--- src/rtl/axis_frame_selector.sv ---
`default_nettype none
// ============================================================================
//  Module   : axis_frame_selector
//  Purpose  : AXI4-Stream N-way lane selector. Picks one packed lane per beat,
//             switches lanes only at frame boundaries and flags frame ends
//             with tlast. Output register plus skid register give full
//             throughput with a registered s_axis_tready.
//  Revision : 1.0  initial release
// ============================================================================
module axis_frame_selector #(
    parameter int CHANNELS   = 8,
    parameter int DATA_WIDTH = 32,
    parameter int SEL_WIDTH  = 3,
    parameter int CNTR_WIDTH = 16
) (
    input  logic                           aclk,
    input  logic                           aresetn,
    input  logic [SEL_WIDTH-1:0]           cfg_sel,
    input  logic [CNTR_WIDTH-1:0]          cfg_frame,
    input  logic [CHANNELS*DATA_WIDTH-1:0] s_axis_tdata,
    input  logic                           s_axis_tvalid,
    output logic                           s_axis_tready,
    output logic [DATA_WIDTH-1:0]          m_axis_tdata,
    output logic                           m_axis_tvalid,
    input  logic                           m_axis_tready,
    output logic                           m_axis_tlast,
    output logic [SEL_WIDTH-1:0]           sts_sel,
    output logic [31:0]                    sts_frames
);

    // Frame tracking
    logic [CNTR_WIDTH-1:0] r_cnt;
    logic [SEL_WIDTH-1:0]  r_active_sel;
    logic [31:0]           r_frames;

    // Output (O) and skid (K) registers
    logic [DATA_WIDTH-1:0] r_o_data;
    logic                  r_o_last;
    logic                  r_o_valid;
    logic [DATA_WIDTH-1:0] r_k_data;
    logic                  r_k_last;
    logic                  r_k_valid;
    logic                  r_s_ready;

    logic                  w_accept;
    logic                  w_consume;
    logic [SEL_WIDTH-1:0]  w_sel;
    logic [CNTR_WIDTH:0]   w_cnt_inc;
    logic                  w_last;
    logic [DATA_WIDTH-1:0] w_data;
    logic                  w_k_nxt;

    assign w_accept  = s_axis_tvalid && r_s_ready;
    assign w_consume = r_o_valid && m_axis_tready;

    // First beat of a frame samples the live request, the rest reuse the latched lane
    assign w_sel = (r_cnt == '0) ? cfg_sel : r_active_sel;

    // cnt+1 >= cfg_frame in one extra bit, so cfg_frame of 0 or 1 marks every beat last
    assign w_cnt_inc = {1'b0, r_cnt} + {{CNTR_WIDTH{1'b0}}, 1'b1};
    assign w_last    = (w_cnt_inc >= {1'b0, cfg_frame});

    // Lane mux; out-of-range lane indices yield zero data
    always_comb begin
        w_data = '0;
        for (int k = 0; k < CHANNELS; k++) begin
            if (w_sel == SEL_WIDTH'(k)) begin
                w_data = s_axis_tdata[k*DATA_WIDTH +: DATA_WIDTH];
            end
        end
    end

    // Skid occupancy after this edge: K only fills when O is full and held.
    // Accepts never coincide with a full K because s_axis_tready mirrors !K.
    assign w_k_nxt = !w_consume && (r_k_valid || (w_accept && r_o_valid));

    // Beat counter, lane latch and completed-frame count
    always_ff @(posedge aclk or negedge aresetn) begin
        if (!aresetn) begin
            r_cnt        <= '0;
            r_active_sel <= '0;
            r_frames     <= '0;
        end else if (w_accept) begin
            if (r_cnt == '0) begin
                r_active_sel <= cfg_sel;
            end
            if (w_last) begin
                r_cnt    <= '0;
                r_frames <= r_frames + 32'd1;
            end else begin
                r_cnt <= r_cnt + {{(CNTR_WIDTH-1){1'b0}}, 1'b1};
            end
        end
    end

    // Output/skid datapath with registered input ready
    always_ff @(posedge aclk or negedge aresetn) begin
        if (!aresetn) begin
            r_o_data  <= '0;
            r_o_last  <= 1'b0;
            r_o_valid <= 1'b0;
            r_k_data  <= '0;
            r_k_last  <= 1'b0;
            r_k_valid <= 1'b0;
            r_s_ready <= 1'b0;
        end else begin
            if (w_consume) begin
                if (r_k_valid) begin
                    r_o_data <= r_k_data;
                    r_o_last <= r_k_last;
                end else if (w_accept) begin
                    r_o_data <= w_data;
                    r_o_last <= w_last;
                end else begin
                    r_o_valid <= 1'b0;
                end
            end else if (w_accept) begin
                if (!r_o_valid) begin
                    r_o_data  <= w_data;
                    r_o_last  <= w_last;
                    r_o_valid <= 1'b1;
                end else begin
                    r_k_data <= w_data;
                    r_k_last <= w_last;
                end
            end
            r_k_valid <= w_k_nxt;
            r_s_ready <= !w_k_nxt;
        end
    end

    assign s_axis_tready = r_s_ready;
    assign m_axis_tdata  = r_o_data;
    assign m_axis_tvalid = r_o_valid;
    assign m_axis_tlast  = r_o_last;
    assign sts_sel       = r_active_sel;
    assign sts_frames    = r_frames;

endmodule
`default_nettype wire

--- config.mk ---
export PLATFORM = sky130hd
export DESIGN_NAME = axis_frame_selector
export DESIGN_NICKNAME = d
export VERILOG_FILES = /design/src/rtl/axis_frame_selector.sv
export SDC_FILE = /design/constraint.sdc
export NUM_CORES = 1
export LEC_CHECK = 0
export ABC_CLOCK_PERIOD_IN_PS = 9850
export CAP_MARGIN = 40
export CORE_MARGIN = 2
export CORE_UTILIZATION = 47
export CTS_CLUSTER_DIAMETER = 120
export DETAILED_ROUTE_END_ITERATION = 8
export GPL_ROUTABILITY_DRIVEN = 0
export PLACE_DENSITY = 0.88
export SKIP_CTS_REPAIR_TIMING = 1
export SLEW_MARGIN = 20
export SYNTH_ARGS = -nofsm -noshare
export SYNTH_HDL_FRONTEND = slang
export SYNTH_SLANG_ARGS = --single-unit
--- constraint.sdc ---
create_clock -name aclk -period 9.85 [get_ports aclk]
set_input_delay 1.97 -clock aclk [delete_from_list [all_inputs] [get_ports aclk]]
set_output_delay 1.97 -clock aclk [all_outputs]
set_load 0.01 [all_outputs]
## Yosys cells after proc, flatten, opt, wreduce, memory -nomap -nowiden

Index checks and enable logic that the tools add are counted.

- Order comparisons: 1
- Equal/unequal tests: 10
- Add/subtract/negate cells: 3
- Bitwise logic cells: 1
- Reduce and logical (&&, ||, !) cells: 15
- Muxes and demuxes: 24

Operators with widths:

| cell | count |
|---|---|
| 32-bit two-way mux | 13 |
| 32-bit by 1-bit adder with 32-bit output, second input constant | 1 |
| 16-bit by 1-bit adder with 17-bit output, second input constant | 1 |
| 17-bit by 16-bit greater-or-equal comparator with 1-bit output | 1 |
| 16-bit by 1-bit adder with 16-bit output, second input constant | 1 |
| 16-bit zero test | 1 |
| 16-bit two-way mux | 1 |
| 3-bit equality test, second input constant | 4 |
| 1-bit two-way mux | 9 |
| 3-bit AND reduction | 3 |
| 3-bit by 2-bit equality test with 1-bit output, second input constant | 2 |
| 1-bit logical AND | 4 |
| 2-bit inequality test, second input constant | 2 |
| 2-bit nonzero test | 2 |
| 3-bit by 1-bit equality test with 1-bit output, second input constant | 1 |
| 3-bit zero test | 1 |
| 3-bit two-way mux | 1 |
| 1-bit zero test | 2 |
| 2-bit by 1-bit inequality test with 1-bit output, second input constant | 1 |
| 2-bit AND reduction | 1 |
| 1-bit logical OR | 1 |
| 1-bit inverter | 1 |

- Bits in registers: 120

## Logic depth before layout (Yosys ltp)

Gate-level depths: netlist of run 1.

- Depth after elaboration: 14
- Depth in mapped cells: 15

## Worst setup path before layout of run 1

Ideal clock, no wire load.

- Path type: input-to-reg
- From: input cfg_frame[6]
- To: register r_frames[29], in the netlist sts_frames[29]
- Required time: 9718 ps
- Arrival time: 3879 ps
- Buffers on the path: 1
- Library setup time: 132 ps
- Stages on the path: 10
- Path slack: 5839 ps
- Cells stage by stage: inv_1 > ha_1 > a21o_1 > a21o_1 > a221oi_1 > a211oi_1 > o21ai_0 > clkbuf_1 > nor3_1 > xor2_1

- Longest elaborated chain between the ends: 2

Ends and longest elaborated chain:

| what | RTL line | RTL |
|---|---|---|
| start, declared | 19 | `input logic [CNTR_WIDTH-1:0] cfg_frame,` |
| 17-bit by 16-bit greater-or-equal comparator with 1-bit output | 61 | `assign w_last = (w_cnt_inc >= {1'b0, cfg_frame});` |
| 2-bit AND reduction (no source line) | n/a |  |
| end signal, assigned | 89 | `r_frames <= r_frames + 32'd1;` |
| end, declared | 34 | `logic [31:0] r_frames;` |

Every way passes these cells.
A chain may end at the register's enable or synchronous reset.

## Worst setup path after layout of run 1

- From: input cfg_frame[2]
- To: register r_cnt[0]

- Longest elaborated chain between the ends: 2

Ends and longest elaborated chain:

| what | RTL line | RTL |
|---|---|---|
| 17-bit by 16-bit greater-or-equal comparator with 1-bit output | 61 |  |
| 16-bit two-way mux | 87 | `if (w_last) begin` |
| end signal, assigned | 91 | `r_cnt <= r_cnt + {{(CNTR_WIDTH-1){1'b0}}, 1'b1};` |
| end, declared | 32 | `logic [CNTR_WIDTH-1:0] r_cnt;` |

Every way passes these cells.

==> flow_metrics.py, run 1 <==
metrics = {
    "floorplan": {
        "boundaryPins": 349,
        "floorplan.die_area_um2": 18400,
        "die_w_um": 136,
        "floorplan.core_area_um2": 17100,
        "core.rowCount": 48,
        "floorplan.initialDensity": 0.475,
        "chipHeight_um": 136,
    },
    "hold_path": {
        "hold_path.class": "reg -> reg",
    },
    "detailed_routing": {
        "first_iter_violations": 693,
        "num_vias": 8898,
        "avgRoutedWirePerCell_um": 21.3,
        "totalWireLength_um": 31500,
        "dr.pass1.iters": 6,
        "antenna_left": 0,
        "route.detailed.drc": 0,
        "vias_per_cell": 6.04,
    },
    "synth": {
        "synth.most_common_cell": "sky130_fd_sc_hd__dfrtp_1",
        "synth.largest_area_cell": "sky130_fd_sc_hd__dfrtp_1",
        "ys_seq_elements": 120,
        "ys_dominant_reg_cell": "sky130_fd_sc_hd__dfrtp_1",
        "async_reset_ff_frac": 1.00,
        "synthTopCellsByCount": "120 x sky130_fd_sc_hd__dfrtp_1, 117 x sky130_fd_sc_hd__nand2_1, 65 x sky130_fd_sc_hd__a22oi_1",
        "syn_inst": 915,
        "synth_area_per_cell_um2": 8.89,
        "postSynthNetCount": 1213,
        "yosysUniqueCellTypes": 56,
        "yosysTopAreaCellShare": 0.369,
        "synth.yosys.warnings": 0,
        "synth_edf_count": 0,
        "syn-cell-area_um2": 8130,
        "synth_area_leaders": "sky130_fd_sc_hd__dfrtp_1 37%, sky130_fd_sc_hd__a22oi_1 6.0%, sky130_fd_sc_hd__nand2_1 5.4%, sky130_fd_sc_hd__o31ai_1 3.3%, sky130_fd_sc_hd__mux2i_1 3.2%",
        "synth-seq-area-share": 0.369,
    },
    "setup_path": {
        "critPathKind": "in -> reg",
        "crit_fanout": 15,
        "crit_required_ns": 10.15,
        "worst-endpoint-arrival_ns": 4.96,
        "startpoint_type": "input port",
        "critical_path.endpoint_type": "flip-flop",
    },
    "clocking": {
        "numCtsBuffers": 17,
        "clock_tree.htree_level_count": 4,
        "clock-root-buffer": "sky130_fd_sc_hd__clkbuf_16",
        "cts_buffer_depth": 2,
        "worst_setup_hold_path_clk_slew_ns": 0.06,
        "tritoncts": "built",
        "clock_network_latency_to_the_later_pin_of_the_worst_skew_pair_ns": 0.41,
        "clock_sinks": 120,
    },
    "global_routing": {
        "grt_residual_overflow": 0,
        "grt_pass1_wl_um": 47700,
        "antenna_found_initial": 1,
        "grt_max_degree": 69,
        "grt_use_total": 0.336,
        "grt_pass1_vias": 8743,
    },
    "timing": {
        "final-max-slew-violation-count": 0,
        "rsz0062_at_grt": "false",
        "timing.setup.tns_ns": 0,
        "fmax_ghz": 0.214,
        "time_the_final_worst_path_needs_with_i_o_delays_and_setup_ns": 4.67,
        "worst_clock_skew_ns": 0.00889,
        "slew_margin_rel": 0.412,
        "report.final.setup_viol": 0,
        "worst-slew-pin-transition_ns": 0.882,
        "fin_crit_sh": 0.474,
        "report.final.hold_viol_count": 0,
    },
    "placed_design": {
        "dpl.hpwl_um": 23900,
        "io_buffers": 348,
    },
    "pwr": {
        "ir_drop_mv": 0.156,
        "total_power_of_the_final_layout_w": 0.00338,
        "leakagePower_nw": 5.17,
        "power_density_nw_per_um2": 271,
    },
    "finish": {
        "layout-area-overhead-vs-synth_pct": 53.2,
        "nNetsFinal": 1534,
        "antennaDiodeCount": 0,
        "layout-drive-gt1-share": 0.0769,
    },
    "outcome": {
        "status": "complete, no violations",
    },
    "flow_run": {
        "maxCapViolations": 0,
    },
}
==> metal layers <==
layer	GRT usage	wire, µm
met1	0.446	12700
met2	0.551	15300
met3	0.0696	2470
met4	0.110	945
met5	0	11
==> final timing paths <==
| kind | cells past startpoint | start | endpoint | slack [ns] |
|---|---|---|---|---|
| max | 10 | cfg_frame[2] | r_cnt[0]$_DFFE_PN0P_ | 5.18 |
| min | 2 | r_k_data[11]$_DFFE_PN0P_ | r_k_data[11]$_DFFE_PN0P_ | 0.48 |
| max reg2reg | 11 | r_cnt[0]$_DFFE_PN0P_ | r_cnt[0]$_DFFE_PN0P_ | 5.78 |
| min reg2reg | 2 | r_k_data[11]$_DFFE_PN0P_ | r_k_data[11]$_DFFE_PN0P_ | 0.48 |
| max in group asynchronous | 3 | aresetn | r_k_data[20]$_DFFE_PN0P_ | 7.13 |
| min in group asynchronous | 1 | aresetn | r_cnt[3]$_DFFE_PN0P_ | 1.59 |
==> logic make-up (layout without fill, tap and decap cells) <==
logic type / count (synthesis) / after routing / share of synthesized area
compound gates: 304 / 304 / 0.268
simple gates: 284 / 284 / 0.168
flops: 120 / 120 / 0.369
buf+inv: 97 / 431 / 0.0543
mux: 46 / 46 / 0.0626
xor+xnor: 45 / 45 / 0.0485
fa+ha+maj: 19 / 19 / 0.0292
==> metrics by stage <==
stage	cell area (µm²)	hold slack, ns	setup slack, ns	std cells	utilization
final	12500	0.478	5.18	1474	0.728
after global routing	12500	0.500	4.98	1474	0.728
after CTS	12400	0.480	5.27	1473	0.727
after detailed placement	11800	0.466	4.85	1441	0.691
after global placement	11700	0.456	4.92	1430	0.681
after floorplan	8130	0.445	5.84	915	-
==> placed cells by master (no fill, tap or decap), types with 19 or more instances in the layout <==
cell                              Yosys  routed
sky130_fd_sc_hd__a211oi_1            22      22
sky130_fd_sc_hd__a21oi_1             34      34
sky130_fd_sc_hd__a22oi_1             65      65
sky130_fd_sc_hd__and2_1              21      21
sky130_fd_sc_hd__clkdlybuf4s50_1      0     347
sky130_fd_sc_hd__dfrtp_1            120     120
sky130_fd_sc_hd__ha_1                19      19
sky130_fd_sc_hd__inv_1               31      31
sky130_fd_sc_hd__mux2i_1             26      24
sky130_fd_sc_hd__nand2_1            117     116
sky130_fd_sc_hd__nand3_1             28      28
sky130_fd_sc_hd__nor2_1              51      50
sky130_fd_sc_hd__o21ai_0             33      33
sky130_fd_sc_hd__o22ai_1             20      20
sky130_fd_sc_hd__o31ai_1             36      36
sky130_fd_sc_hd__xor2_1              27      27
==> worst max-delay path, stage by stage <==
cell and delay (ns):
sky130_fd_sc_hd__clkdlybuf4s50_1 0.46, sky130_fd_sc_hd__inv_1 0.04, sky130_fd_sc_hd__ha_1 0.29, sky130_fd_sc_hd__nand3_1 0.09
sky130_fd_sc_hd__a21oi_1 0.13, sky130_fd_sc_hd__o311ai_0 0.17, sky130_fd_sc_hd__a211oi_1 0.46, sky130_fd_sc_hd__or2_0 0.75
sky130_fd_sc_hd__nor2_1 0.26, sky130_fd_sc_hd__mux2_2 0.33
==> sequential cells by signal, indices dropped and copies added (netlist names) <==
signal	count
m_axis_tdata	32
r_k_data	32
sts_frames	32
r_cnt	16
sts_sel	3
m_axis_tlast	1
m_axis_tvalid	1
r_k_last	1
r_k_valid	1
s_axis_tready	1
==> report_power, final <==
part | switching [W] | internal [W] | total [W]
clock network | 0.000257 | 0.000383 | 0.000640
registers | 0.000143 | 0.000657 | 0.000800
logic | 0.00111 | 0.000822 | 0.00194
total | 0.00151 | 0.00186 | 0.00338
==> layout make-up <==
class	count	area, µm²
Clock inverter	15	178
Tap cell	225	282
Fill cell	1269	4660
Clock buffer	17	425
Timing Repair Buffer	368	3730
Sequential cell	120	3000
Inverter	31	116
Multi-Input combinational cell	698	4720
No activity file was read; power rests on OpenSTA's default activity.
==> run 2: changes to the inputs <==
Settings changed: ABC_CLOCK_PERIOD_IN_PS 9850 to 4900, CORE_UTILIZATION 47 to 44, PLACE_DENSITY 0.88 to 0.83.
Clock period 9.85 ns to 4.9 ns, I/O delays scaled along.
==> flow_metrics.py, run 2 (same netlist as run 1, synthesis figures left out) <==
metrics = {
    "outcome": {
        "status": "complete, no violations",
    },
    "clocking": {
        "clock_sinks": 120,
        "clock_tree.htree_level_count": 4,
        "clock_network_latency_to_the_later_pin_of_the_worst_skew_pair_ns": 0.42,
        "clock-root-buffer": "sky130_fd_sc_hd__clkbuf_16",
        "worst_setup_hold_path_clk_slew_ns": 0.06,
        "tritoncts": "built",
        "numCtsBuffers": 17,
        "cts_buffer_depth": 2,
    },
    "hold_path": {
        "hold_path.class": "in -> async",
    },
    "timing": {
        "timing.setup.tns_ns": 0,
        "worst-slew-pin-transition_ns": 0.842,
        "report.final.hold_viol_count": 0,
        "worst_clock_skew_ns": 0.00879,
        "fmax_ghz": 0.253,
        "time_the_final_worst_path_needs_with_i_o_delays_and_setup_ns": 3.95,
        "final-max-slew-violation-count": 0,
        "slew_margin_rel": 0.427,
        "fin_crit_sh": 0.805,
        "report.final.setup_viol": 0,
        "rsz0062_at_grt": "false",
    },
    "finish": {
        "area_of_the_multi_input_gates_um2": 4720,
        "fillerInstances": 1417,
        "layout.cells.most_common_list": "347 x sky130_fd_sc_hd__clkdlybuf4s50_1, 120 x sky130_fd_sc_hd__dfrtp_1, 116 x sky130_fd_sc_hd__nand2_1",
        "most_frequent_standard_cell_in_the_layout_excluding_fill_and_tap_cells": "sky130_fd_sc_hd__clkdlybuf4s50_1",
        "finish.utilization": 0.694,
        "layout-area-overhead-vs-synth_pct": 53.9,
        "layout-drive-gt1-share": 0.0805,
        "nNetsFinal": 1539,
        "area.sequential_um2": 3000,
    },
    "placed_design": {
        "io_buffers": 348,
        "dpl.hpwl_um": 24100,
    },
    "setup_path": {
        "crit_required_ns": 5.20,
        "critPathTopFamily": "simple AND/OR/NAND/NOR gates",
        "worst_path_largest_cell_delay_ns": 0.73,
        "ff2ff_setup_slack_ns": 0.95,
        "ff2ff_path_depth": 11,
        "crit_path_cell_trace": "ha_1 -> nand3_1 -> nor3_1 -> nand4_1 -> xnor2_1 -> ha_1 -> nand3_1 -> a211oi_1 -> or2_0 -> nor2_1 -> mux2_2",
        "worst_path_max_delay_cell": "sky130_fd_sc_hd__or2_0",
        "worst_r2r_startpoint": "r_cnt[0]$_DFFE_PN0P_",
        "timing.rr.end": "r_cnt[0]$_DFFE_PN0P_",
        "critical_path.endpoint_type": "flip-flop",
        "critical_path_buf_inv_count": 0,
        "worst-endpoint-arrival_ns": 4.24,
        "critPathKind": "reg -> reg",
        "crit_fanout": 15,
        "startpoint_type": "flip-flop",
    },
    "pwr": {
        "power.share.clock": 0.187,
        "power_frac_seq": 0.235,
        "power_switching_share": 0.448,
        "switching_power_w": 0.00305,
        "power_density_nw_per_um2": 545,
        "power.combinational.fraction": 0.578,
        "leakagePower_nw": 5.21,
        "ir_drop_mv": 0.317,
        "intPower_w": 0.00376,
    },
    "detailed_routing": {
        "vias_per_cell": 6.04,
        "dr.pass1.iters": 5,
        "num_vias": 8963,
        "route.detailed.drc": 0,
        "first_iter_violations": 748,
        "totalWireLength_um": 32000,
        "avgRoutedWirePerCell_um": 21.6,
        "antenna_left": 0,
    },
    "global_routing": {
        "grt_use_total": 0.318,
        "grt_max_degree": 53,
        "grt_pass1_vias": 8692,
        "grt_pass1_wl_um": 48100,
        "antenna_found_initial": 1,
        "grt_residual_overflow": 0,
    },
    "flow_run": {
        "maxCapViolations": 0,
    },
    "floorplan": {
        "die_w_um": 140,
        "boundaryPins": 349,
        "floorplan.core_area_um2": 18000,
        "floorplan.die_area_um2": 19600,
        "floorplan.initialDensity": 0.451,
        "core.rowCount": 49,
        "chipHeight_um": 140,
    },
}
-- run 2: cell count changes in the layout (fill, tap and decap cells not counted), moves of 2 or more --
cell / delta
sky130_fd_sc_hd__buf_4: +5
sky130_fd_sc_hd__clkinv_4: +5
sky130_fd_sc_hd__buf_6: -2
sky130_fd_sc_hd__clkinvlp_4: -3
sky130_fd_sc_hd__inv_6: -2
-- run 2: cell type report --
cell class | instances | share of cell area
multi-input combinational | 698 | 0.378
clock buffer | 17 | 0.0340
antenna | 1 | 0.000200
inverter | 31 | 0.00930
clock inverter | 15 | 0.0145
tap | 229 | 0.0229
timing repair buffer | 373 | 0.302
sequential | 120 | 0.240
-- run 2: how the worst max path moves through the flow --
| stage | startpoint | endpoint | slack [ns] | cells after the start |
|---|---|---|---|---|
| 5_1_grt | r_cnt[0]$_DFFE_PN0P_ | r_cnt[0]$_DFFE_PN0P_ | 0.61 | 11 |
| 4_1_cts | r_cnt[0]$_DFFE_PN0P_ | r_cnt[0]$_DFFE_PN0P_ | 1.02 | 11 |
| 2_1_floorplan | r_cnt[0]$_DFFE_PN0P_ | sts_frames[29]$_DFFE_PN0P_ | 1.77 | 14 |
| 3_5_place_dp | cfg_frame[2] | r_cnt[0]$_DFFE_PN0P_ | 0.90 | 10 |
| 3_3_place_gp | cfg_frame[7] | r_cnt[0]$_DFFE_PN0P_ | 1.02 | 9 |
| 6_report | r_cnt[0]$_DFFE_PN0P_ | r_cnt[0]$_DFFE_PN0P_ | 0.95 | 11 |
-- run 2: metal layers --
layer,up-vias,GRT usage,part of all wire
met3,75,0.0821,0.093
li1,4065,-,-
met1,4332,0.417,0.40
met5,-,0,0
met2,491,0.516,0.48
met4,0,0.102,0.033
-- run 2: per-stage QoR --
step	std cells	instance area, µm²	setup slack, ns	power, W	hold slack [ns]
floorplan	915	8130	1.77	0.00392	0.445
global placement	1443	11800	1.02	0.00527	0.459
detailed placement	1446	11800	0.902	0.00540	0.466
CTS	1478	12400	1.02	0.00671	0.455
global route	1484	12500	0.610	0.00720	0.457
finish	1484	12500	0.955	0.00682	0.456
-- run 2: power by group through the flow --
stage,clock network (W),registers [W],logic [W]
2_1_floorplan,0,0.00158,0.00234
3_3_place_gp,0,0.00159,0.00369
3_5_place_dp,0,0.00160,0.00379
4_1_cts,0.00129,0.00160,0.00382
5_1_grt,0.00134,0.00163,0.00423
6_report,0.00128,0.00160,0.00394
==> run 3: changes to the inputs <==
Settings changed: ABC_CLOCK_PERIOD_IN_PS 4900 to 4100.
Clock period 4.9 ns to 4.1 ns, I/O delays scaled along.
==> flow_metrics.py, run 3 (same netlist as run 1, synthesis figures left out) <==
metrics = {
    "outcome": {
        "status": "complete, no violations",
    },
    "pwr": {
        "power_density_nw_per_um2": 652,
        "total_power_of_the_final_layout_w": 0.00820,
        "leakagePower_nw": 5.25,
        "ir_drop_mv": 0.415,
    },
    "finish": {
        "layout-drive-gt1-share": 0.0893,
        "fillerInstances": 1438,
        "nNetsFinal": 1551,
        "post-route-cell-area_um2": 12600,
        "layout.cells.most_common_list": "347 x sky130_fd_sc_hd__clkdlybuf4s50_1, 120 x sky130_fd_sc_hd__dfrtp_1, 116 x sky130_fd_sc_hd__nand2_1",
        "finish.utilization": 0.697,
        "layout-area-overhead-vs-synth_pct": 54.5,
        "most_frequent_standard_cell_in_the_layout_excluding_fill_and_tap_cells": "sky130_fd_sc_hd__clkdlybuf4s50_1",
    },
    "global_routing": {
        "grt_pass1_wl_um": 48900,
        "grt_max_degree": 48,
        "antenna_found_initial": 2,
        "grt_residual_overflow": 0,
        "grt_use_total": 0.322,
        "grt_pass1_vias": 8733,
    },
    "timing": {
        "report.final.setup_viol": 0,
        "rsz0062_at_grt": "false",
        "fin_crit_sh": 0.901,
        "fmax_ghz": 0.271,
        "timing.setup.tns_ns": 0,
        "final-max-slew-violation-count": 0,
        "report.final.hold_viol_count": 0,
        "slew_margin_rel": 0.497,
        "worst_clock_skew_ns": 0.00758,
        "worst-slew-pin-transition_ns": 0.755,
        "hold-worst-slack_ns": 0.304,
        "time_the_final_worst_path_needs_with_i_o_delays_and_setup_ns": 3.69,
    },
    "clocking": {
        "worst_setup_hold_path_clk_slew_ns": 0.06,
        "clock_sinks": 120,
        "cts_buffer_depth": 2,
        "numCtsBuffers": 17,
        "clock-root-buffer": "sky130_fd_sc_hd__clkbuf_16",
        "clock_network_latency_to_the_later_pin_of_the_worst_skew_pair_ns": 0.42,
        "clock_tree.htree_level_count": 4,
        "tritoncts": "built",
    },
    "detailed_routing": {
        "dr.pass1.iters": 6,
        "antenna_left": 0,
        "num_vias": 8962,
        "route.detailed.drc": 0,
        "first_iter_violations": 841,
        "vias_per_cell": 5.99,
        "avgRoutedWirePerCell_um": 21.4,
        "totalWireLength_um": 32000,
    },
    "setup_path": {
        "worst_path_largest_cell_delay_ns": 0.46,
        "ff2ff_setup_slack_ns": 0.41,
        "critical_path_buf_inv_count": 1,
        "crit_required_ns": 4.43,
        "critical_path.endpoint_type": "flip-flop",
        "startpoint_type": "flip-flop",
        "ff2ff_path_depth": 13,
        "worst-endpoint-arrival_ns": 4.02,
        "critPathKind": "reg -> reg",
        "worst-path-stages": 13,
        "crit_fanout": 11,
        "worst_path_max_delay_cell": "sky130_fd_sc_hd__or2_0",
        "crit_path_cell_trace": "ha_1 -> nand3_1 -> nor2_1 -> xor2_1 -> ha_1 -> a21o_1 -> a21o_1 -> a221oi_1 -> a211oi_1 -> or2_0 -> buf_4 -> or4_1 -> o21ai_0",
        "critPathTopFamily": "simple AND/OR/NAND/NOR gates",
    },
    "flow_run": {
        "maxCapViolations": 0,
    },
    "floorplan": {
        "chipHeight_um": 140,
        "die_w_um": 140,
        "floorplan.core_area_um2": 18000,
        "core.rowCount": 49,
        "floorplan.initialDensity": 0.451,
        "floorplan.die_area_um2": 19600,
        "boundaryPins": 349,
    },
    "placed_design": {
        "dpl.hpwl_um": 24700,
        "detailed_place.area_um2": 11900,
        "io_buffers": 348,
    },
    "hold_path": {
        "hold_path.class": "in -> async",
    },
}
==> run 3: path summary, 6_finish.rpt <==
check	endpoint	start
setup / recovery	r_cnt[12]$_DFFE_PN0P_	r_cnt[0]$_DFFE_PN0P_
setup reg to reg	r_cnt[12]$_DFFE_PN0P_	r_cnt[0]$_DFFE_PN0P_
max in group asynchronous	m_axis_tvalid$_DFFE_PN0P_	aresetn
hold reg to reg	sts_frames[31]$_DFFE_PN0P_	sts_frames[31]$_DFFE_PN0P_
hold / removal	r_cnt[3]$_DFFE_PN0P_	aresetn
min in group aclk	sts_frames[31]$_DFFE_PN0P_	sts_frames[31]$_DFFE_PN0P_
==> run 3: report_power, final <==
group | leakage [nW] | switching [W] | total [W] | internal, W
combinational | 3.43 | 0.00267 | 0.00469 | 0.00202
sequential | 1.52 | 0.000346 | 0.00193 | 0.00158
clock | 0.297 | 0.000591 | 0.00158 | 0.000988
total | 5.25 | 0.00361 | 0.00820 | 0.00459
==> run 3: per-layer routing <==
metal,vias to the layer above,GRT usage,part of all wire,routed length [µm]
met4,0,0.108,0.027,876
met5,-,0,0,0
met2,467,0.517,0.48,15400
met1,4350,0.429,0.41,13100
li1,4081,-,-,-
met3,64,0.0803,0.084,2680
==> run 3: worst reg2reg max path: cells and delay by family, from the launching register on <==
kind,cells,cell delay [ns]
xor gates and xnor gates,1,0.19
AOI/OAI and AO/OA,5,0.94
DFF,1,0.40
adders and majority gates,2,0.49
and+or+nand+nor,4,1.33
buffers and inverters,1,0.26
==> run 3: stage by stage <==
step	setup WS, ns	cells
after floorplan	0.973	915
after global placement	0.482	1458
after detailed placement	0.361	1460
after CTS	0.424	1492
after global routing	0.160	1497
final	0.408	1497
==> run 3: layout make-up <==
class,instances,area (µm²),share of cell area
inverter,31,116,0.00926
clock buffer,18,439,0.0349
timing repair buffer,385,3810,0.303
antenna,2,5.00,0.000398
sequential,120,3000,0.239
tap,229,287,0.0228
clock inverter,14,185,0.0147
multi-input combinational,698,4720,0.376
